**src/rtl/unit_output_collector.sv**
```systemverilog
// unit_output_collector: round-robin UOB poller that reassembles narrow packet streams into a FWFT FIFO.
// Each packet enters the FIFO as a unit-ID word followed by PKT_LEN assembled words.
module unit_output_collector #(
    parameter int N_UNITS     = 4,
    parameter int IN_WIDTH    = 2,
    parameter int OUT_WIDTH   = 16,
    parameter int PKT_LEN     = 36,
    parameter int FIFO_MSB    = 6,
    parameter int HDR_TIMEOUT = 15
) (
    input  logic                          clk,
    input  logic                          rst,
    input  logic [N_UNITS*IN_WIDTH-1:0]   unit_dout,
    input  logic [N_UNITS-1:0]            unit_empty,
    output logic [N_UNITS-1:0]            unit_rd_en,
    output logic [OUT_WIDTH-1:0]          dout,
    output logic                          empty,
    input  logic                          rd_en,
    output logic                          err
);
    localparam int RATIO       = OUT_WIDTH / IN_WIDTH;
    localparam int OUT_N_WORDS = PKT_LEN * RATIO;
    localparam int UW          = N_UNITS > 1 ? $clog2(N_UNITS) : 1;
    localparam int AW          = FIFO_MSB + 1;
    localparam int CW          = FIFO_MSB + 2;
    localparam int DEPTH       = 2 ** AW;
    localparam int NW          = $clog2(OUT_N_WORDS + 1);
    localparam int TW          = $clog2(HDR_TIMEOUT + 1);

    typedef enum logic [1:0] {IDLE, WAIT_HDR, COLLECT, GAP} state_t;

    state_t                 state_q, state_d;
    logic [UW-1:0]          sel_q, sel_d, rr_q, rr_d, sel_nxt, pick;
    logic [N_UNITS-1:0]     grant_q, grant_d;
    logic [TW-1:0]          timer_q, timer_d;
    logic [NW-1:0]          cnt_q, cnt_d;
    logic [OUT_WIDTH-1:0]   asm_q, asm_d, wr_data, dout_q;
    logic [IN_WIDTH-1:0]    in_q;
    logic                   err_q, err_d, found, wr, pop, avail, space_ok, empty_q;
    logic [AW-1:0]          wr_ptr_q, rd_ptr_q, rd_ptr_d;
    logic [CW-1:0]          fcnt_q;
    logic [OUT_WIDTH-1:0]   mem [DEPTH];

    assign unit_rd_en = grant_q;
    assign dout       = dout_q;
    assign empty      = empty_q;
    assign err        = err_q;
    assign sel_nxt    = (sel_q == UW'(N_UNITS - 1)) ? '0 : sel_q + 1'b1;
    // Space is checked before granting because the UOB cannot be stalled once started.
    assign space_ok   = (CW'(DEPTH) - fcnt_q) >= CW'(PKT_LEN + 1);
    assign pop        = rd_en && !empty_q;
    assign rd_ptr_d   = rd_ptr_q + AW'(pop);
    assign avail      = (fcnt_q - CW'(pop)) != '0;

    always_comb begin
        found = 1'b0;
        pick  = '0;
        for (int k = 0; k < N_UNITS; k++) begin
            if (!found && !unit_empty[(int'(rr_q) + k) % N_UNITS]) begin
                found = 1'b1;
                pick  = UW'((int'(rr_q) + k) % N_UNITS);
            end
        end
    end

    always_comb begin
        state_d = state_q;
        sel_d   = sel_q;
        rr_d    = rr_q;
        grant_d = '0;
        timer_d = timer_q;
        cnt_d   = cnt_q;
        asm_d   = asm_q;
        err_d   = err_q;
        wr      = 1'b0;
        wr_data = '0;
        case (state_q)
            IDLE: if (space_ok && found) begin
                grant_d = N_UNITS'(1) << pick;
                sel_d   = pick;
                timer_d = '0;
                state_d = WAIT_HDR;
            end
            WAIT_HDR: if (in_q == '1) begin
                wr      = 1'b1;
                wr_data = OUT_WIDTH'(sel_q);
                cnt_d   = '0;
                state_d = COLLECT;
            end else if (timer_q == TW'(HDR_TIMEOUT)) begin
                err_d   = 1'b1;
                rr_d    = sel_nxt;
                state_d = IDLE;
            end else begin
                timer_d = timer_q + 1'b1;
            end
            COLLECT: begin
                asm_d   = (asm_q >> IN_WIDTH) | (OUT_WIDTH'(in_q) << (OUT_WIDTH - IN_WIDTH));
                wr      = (int'(cnt_q) % RATIO) == RATIO - 1;
                wr_data = asm_d;
                cnt_d   = cnt_q + 1'b1;
                state_d = (cnt_q == NW'(OUT_N_WORDS - 1)) ? GAP : COLLECT;
            end
            GAP: begin
                rr_d    = sel_nxt;
                state_d = IDLE;
            end
            default: state_d = IDLE;
        endcase
    end

    always_ff @(posedge clk or posedge rst) begin
        if (rst) begin
            state_q  <= IDLE;
            sel_q    <= '0;
            rr_q     <= '0;
            grant_q  <= '0;
            timer_q  <= '0;
            cnt_q    <= '0;
            asm_q    <= '0;
            in_q     <= '0;
            err_q    <= 1'b0;
            wr_ptr_q <= '0;
            rd_ptr_q <= '0;
            fcnt_q   <= '0;
            dout_q   <= '0;
            empty_q  <= 1'b1;
        end else begin
            state_q  <= state_d;
            sel_q    <= sel_d;
            rr_q     <= rr_d;
            grant_q  <= grant_d;
            timer_q  <= timer_d;
            cnt_q    <= cnt_d;
            asm_q    <= asm_d;
            in_q     <= unit_dout[int'(sel_q)*IN_WIDTH +: IN_WIDTH];
            err_q    <= err_d;
            wr_ptr_q <= wr_ptr_q + AW'(wr);
            rd_ptr_q <= rd_ptr_d;
            fcnt_q   <= fcnt_q + CW'(wr) - CW'(pop);
            // Head register ignores this cycle's write, giving the two-cycle write-to-visible latency.
            dout_q   <= avail ? mem[rd_ptr_d] : dout_q;
            empty_q  <= !avail;
        end
    end

    always_ff @(posedge clk) begin
        if (wr) mem[wr_ptr_q] <= wr_data;
    end
endmodule
```
**config.mk**
```make
export PLATFORM = sky130hd
export DESIGN_NAME = unit_output_collector
export DESIGN_NICKNAME = d
export VERILOG_FILES = /design/src/rtl/unit_output_collector.sv
export SDC_FILE = /design/constraint.sdc
export NUM_CORES = 2
export LEC_CHECK = 0
export BUFFER_PORTS_ARGS = -buffer_cell sky130_fd_sc_hd__buf_2
export CAP_MARGIN = 25
export CORE_MARGIN = 4
export CORE_UTILIZATION = 40
export DETAILED_ROUTE_END_ITERATION = 8
export SLEW_MARGIN = 20
export SYNTH_ARGS = -nofsm -noshare
export SYNTH_HDL_FRONTEND = slang
export SYNTH_SLANG_ARGS = --single-unit
```
**constraint.sdc**
```tcl
create_clock -name clk -period 9.5 [get_ports clk]
set_input_delay 0.475 -clock clk [delete_from_list [all_inputs] [get_ports clk]]
set_output_delay 0.475 -clock clk [all_outputs]
set_load 0.02 [all_outputs]
```
## Yosys cells after proc, flatten, opt, wreduce, memory -nomap -nowiden

Memories as Yosys holds them, arrays and structs flattened. A register that Yosys moved wholly into a read port is not among the register bits.
Index checks and enable logic that the tools add are counted.

| word-level totals | value |
|---|---|
| bits in registers | 65 |
| bits in writable memories | 2048 |
| bits of input ports | 15 |
| output and inout port bits | 22 |
| word-level logic and storage cells | 120 |
| memories kept | 1 |

| operators by class | value |
|---|---|
| add/sub/neg operators | 12 |
| $lt $le $gt $ge | 5 |
| equality and inequality tests | 14 |
| shift operators | 2 |
| multiplexer cells | 42 |
| bitwise operators | 5 |
| reduce and logical (&&, ||, !) cells | 26 |

Memories:

| name | words | width | read ports | clocked after Yosys merged registers in | write ports | RTL line | source |
|---|---|---|---|---|---|---|---|
| mem | 128 | 16 | 1 | 1 | 1 | 42 | `logic [OUT_WIDTH-1:0] mem [DEPTH];` |

Operators by type and width:

| kind | number |
|---|---|
| one-hot mux 16 bit (2 select lines) | 1 |
| two-way mux 2 bit | 11 |
| two-way mux 4 bit | 5 |
| one-hot mux 9 bit (2 select lines) | 1 |
| bitwise OR 14 x 16 -> 16 bit | 1 |
| subtractor 8 x 1 -> 8 bit | 2 |
| two-way mux 1 bit | 15 |
| adder 7 x 1 -> 7 bit | 2 |
| less-than comparator 3 x 4 -> 1 bit (second input constant) | 3 |
| != test 2 bit (second input constant) | 5 |
| adder 9 x 1 -> 9 bit (second input constant) | 1 |
| == test 9 bit (second input constant) | 1 |
| two-way mux 9 bit | 1 |
| adder 8 x 1 -> 8 bit | 1 |
| binary-select mux 1 bit (select 2 bit) | 4 |
| == test 2 bit (second input constant) | 4 |
| greater-or-equal comparator 8 x 6 -> 1 bit (second input constant) | 1 |
| one-hot mux 2 bit (4 select lines) | 1 |
| one-hot mux 4 bit (2 select lines) | 1 |
| nonzero test 8 bit | 1 |
| indexed part select 8 x 4 -> 2 bit | 1 |
| subtractor 8 bit (first input constant) | 1 |
| logical NOT 1 bit | 7 |
| AND reduction 2 bit | 3 |
| 19 further kinds | 32 |

## Logic depth before layout (Yosys ltp)

| logic depth | value |
|---|---|
| depth after elaboration | 18 |
| gate-level depth with buffers | 16 |
| gate-level depth less buffers | 14 |

## Least setup slack after synthesis

No wires, ideal clock.

| path | value |
|---|---|
| path kind | reg2reg |
| start point | reg with a tool-made name |
| end point | mem mem[0][0] (data pin) |
| library setup time | 832 ps |
| arrival time | 4381 ps |
| data required time | 8668 ps |
| slack | 4287 ps |
| cell stages (with the launch flop) | 8 |
| path through | dfrtp_1 -> inv_1 -> ha_1 -> clkbuf_1 -> inv_1 -> nor2_1 -> a22oi_1 -> nor2b_1 |

RTL lines:

| what | RTL line |
|---|---|
| end: declaration | 42 |

## Worst setup path in the final report

| path | value |
|---|---|
| start point | reg empty_q (netlist: empty) |
| end point | reg dout_q[0] (netlist: dout[0]), read port of mem |

| between the ends | value |
|---|---|
| cells in the longest elaborated chain, start to end | 4 |

Ends and longest elaborated chain:

| what | RTL line | source |
|---|---|---|
| start: declaration | 39 | `logic err_q, err_d, found, wr, pop, avail, space_ok, empty_q;` |
| start signal: assignment | 142 | `empty_q <= !avail;` |
| logical NOT 1 bit * | 51 | `assign pop = rd_en && !empty_q;` |
| logical AND 1 bit * | 51 |  |
| subtractor 8 x 1 -> 8 bit | 53 | `assign avail = (fcnt_q - CW'(pop)) != '0;` |
| nonzero test 8 bit | 53 |  |
| end: declaration | 37 | `logic [OUT_WIDTH-1:0] asm_q, asm_d, wr_data, dout_q;` |

Mark *: on every way between the ends. The rest lies on a longest branch, timed or not.
A chain may end at the register's enable or synchronous reset.

==> flow_metrics.py <==
metrics = {
    "drt": {
        "drt-pass1-iter-count": 5,
        "drt_iter0_drc": 4800,
        "drt-total-wl_um": 212200,
        "vias_per_cell": 5.790,
        "antenna_left": 0,
        "vias": 40960,
        "routedWlPerCell_um": 29.99,
        "drc": 0,
    },
    "synthesis": {
        "synth-async-reset-ratio": 0.03714,
        "syn_area_per_cell_um2": 20.83,
        "synth_edf_count": 2048,
        "syn_inst": 3974,
        "syn-num-nets": 4018,
        "ys_ff_latch": 2127,
        "syn-cell-area_um2": 82780,
        "ys_seq_area_frac": 0.7668,
        "ys_types": 66,
        "yosysWarnings": 0,
        "synth-main-ff-cell": "edfxtp_1",
    },
    "run": {
        "cap_violations": 0,
    },
    "place": {
        "gp_congestion": 0.8176,
        "place_area_um2": 86970,
        "pre_cts_slack_ns": 4.026,
        "port_buffers": 36,
        "dp_hpwl_um": 123100,
    },
    "critical_path": {
        "start_kind": "register",
        "crit_required_ns": 10.22,
        "r2r_cells": 14,
        "path_class": "reg -> reg",
        "cp_max_fo": 49,
        "reg2reg_to": "dout[0]",
        "rr_startpoint": "empty",
        "crit_path_end_kind": "register",
        "crit_arrival_ns": 5.85,
        "rrSetupSlack_ns": 4.38,
    },
    "floorplanning": {
        "initial_utilization": 0.4034,
        "die-area_um2": 214300,
        "die_w_um": 462.9,
        "coreArea_um2": 205200,
        "die_h_um": 462.9,
        "pin_count": 37,
        "rows": 166,
    },
    "cells_and_area": {
        "finalNetCount": 4257,
        "drive_gt1_frac": 0.2514,
        "utilization": 0.4564,
        "final_common_cell": "edfxtp_1",
        "area_growth_pct": 13.14,
        "mostFrequentLayoutCells": "edfxtp_1, mux4_2, nand2_1",
        "design_area_um2": 93650,
    },
    "clock_network": {
        "cts_htree_levels": 4,
        "clkTransAtPathRegs_ns": 0.06,
        "cts.sinks": 2127,
        "clockBufferDepth": 3,
        "cts_resized": 0,
        "cts_buffers": 207,
        "cts.hold.buffers_added": 5,
        "post-cts-setup-buffers": 0,
        "cts_root_buffer": "clkbuf_16",
        "cts_tree": "done",
        "clock_latency_ns": 0.83,
    },
    "hold_path": {
        "hold_class": "in -> reg",
        "hold_path_depth": 4,
        "min_from": "unit_empty[0]",
        "min_to": "unit_rd_en[1]",
    },
    "global_routing": {
        "grt_max_degree": 132,
        "grt_overflow": 0,
        "grt_first_pass_wirelength_um": 305800,
        "antenna_found_initial": 2,
        "grt_pass1_vias": 41070,
        "track_usage": 0.1962,
    },
    "timing": {
        "setup_ws_ns": 4.378,
        "fin_crit_ns": 5.122,
        "timing.slew.headroom": 0.2114,
        "period_share": 0.5392,
        "setup_tns_ns": 0,
        "fmax_mhz": 195.2,
        "finClkSkew_ns": 0.04006,
        "hold_viol_final": 0,
        "hold_slack_ns": 0.1393,
        "rsz0062_at_grt": "no",
        "setup_viol": 0,
        "final-max-slew-violation-count": 0,
        "tightest_slew_ns": 1.183,
    },
    "power": {
        "power_density_nw_per_um2": 302.4,
        "cellLeakagePower_nw": 29.72,
        "vdd_drop_max_mv": 0.3528,
    },
    "run_status": {
        "status": "finished clean",
    },
}
[synth_stat cells, drive strengths merged, types with 6 or more instances]
master  number  area [um^2]
a211oi       6        45.04
a21oi       51        255.2
a221oi       7        61.31
a22oi       29        217.7
a31o         8        70.07
a31oi       15        93.84
a32oi       11        96.34
and2        17        106.4
and3        19        118.9
buf        144        834.6
clkbuf      63        236.5
dfrtp       78         1952
edfxtp    2048        61500
ha          28        350.3
inv         28        107.6
mux2        15        168.9
mux2i       42        420.4
mux4       539        12140
nand2      297         1115
nand2b       8        50.05
nand3      174        875.8
nand4       14        87.58
nor2       161        609.3
nor2b       15        93.84
nor3        21        110.1
nor3b        9        67.56
o211ai      21        157.7
o21ai       19        95.09
o21bai       7        52.55
o22ai       12        75.07
or3          6        37.54
xnor2       14        130.1
xor2        12        112.6
[cells by family (layout without fill, tap and decap cells)]
family / Yosys count / count (layout) / share of synthesized area
AO/OA/AOI/OAI: 214 / 214 / 0.01772
XOR/XNOR: 26 / 26 / 0.002932
adder cells (fa/ha/maj): 29 / 29 / 0.004474
buffers and inverters: 235 / 645 / 0.01424
flip-flops: 2127 / 2127 / 0.7668
multiplexers: 596 / 596 / 0.1538
other: 0 / 3 / 0
AND/OR/NAND/NOR: 747 / 747 / 0.04004
[power breakdown]
group          switching, mW  internal [mW]  leakage, nW
sequential             0.159           10.4         19.4
combinational           5.88           3.87         7.15
clock                   3.46           4.59         3.20
[how the worst max path moves through the flow]
| stage | slack [ns] | depth (start not counted) | endpoint | startpoint |
|---|---|---|---|---|
| 2_1_floorplan | 4.29 | 7 | mem[0][0] | register |
| 3_3_place_gp | 2.67 | 14 | dout[0] | rd_en |
| 3_5_place_dp | 4.03 | 12 | dout[14] | rd_en |
| 4_1_cts | 4.22 | 11 | dout[14] | empty |
| 5_1_grt | 4.10 | 11 | dout[11] | empty |
| 6_report | 4.38 | 14 | dout[0] | empty |
[flip-flops by register name, indices dropped and copies added (netlist names), named ones only]
signal,cells
unit_rd_en,4
cnt_q,9
rr_q,2
wr_ptr_q,7
mem,2048
timer_q,4
in_q,2
state_q,1
fcnt_q,8
dout,16
rd_ptr_q,7
empty,1
asm_q,14
sel_q,2
err,1
[critical path, cell delays in order (launching register included)]
cell	delay, ns
dfstp_2	0.37
nor2b_1	0.43
ha_4	0.23
ha_4	0.20
nand3_1	0.19
xor2_4	0.18
buf_4	0.67
inv_2	0.04
buf_4	0.40
nor3_4	0.66
buf_8	0.25
nand3_1	0.55
o211ai_1	0.38
nand2_1	0.23
o211ai_1	0.15
[metrics by stage]
step                      total power [mW]  std cells
after floorplan                      17.15       3974
after global placement               20.53       6682
after detailed placement             20.54       6685
after CTS                            28.57       7070
after global routing                 29.45       7073
final                                28.32       7075
[final cells by class]
class                   instances  area (um^2)
flip-flops and latches       2127        63480
inverters                      28        117.6
diodes                          3        7.507
clock buffers                 259         5438
fillers                     17170       111600
clock inverters               121         1150
repair buffers                237         1837
well taps                    2688         3363
multi-input cells            1612        18260
[routing by layer]
| layer | GRT usage | wire, um | vias up |
|---|---|---|---|
| met5 | 0 | 0 | - |
| met4 | 0.05865 | 6307 | 0 |
| met3 | 0.04174 | 16700 | 297 |
| met2 | 0.3086 | 100600 | 1612 |
| met1 | 0.2774 | 88520 | 22190 |
| li1 | - | - | 16870 |
Note: power is estimated with default switching activity, not from simulation.
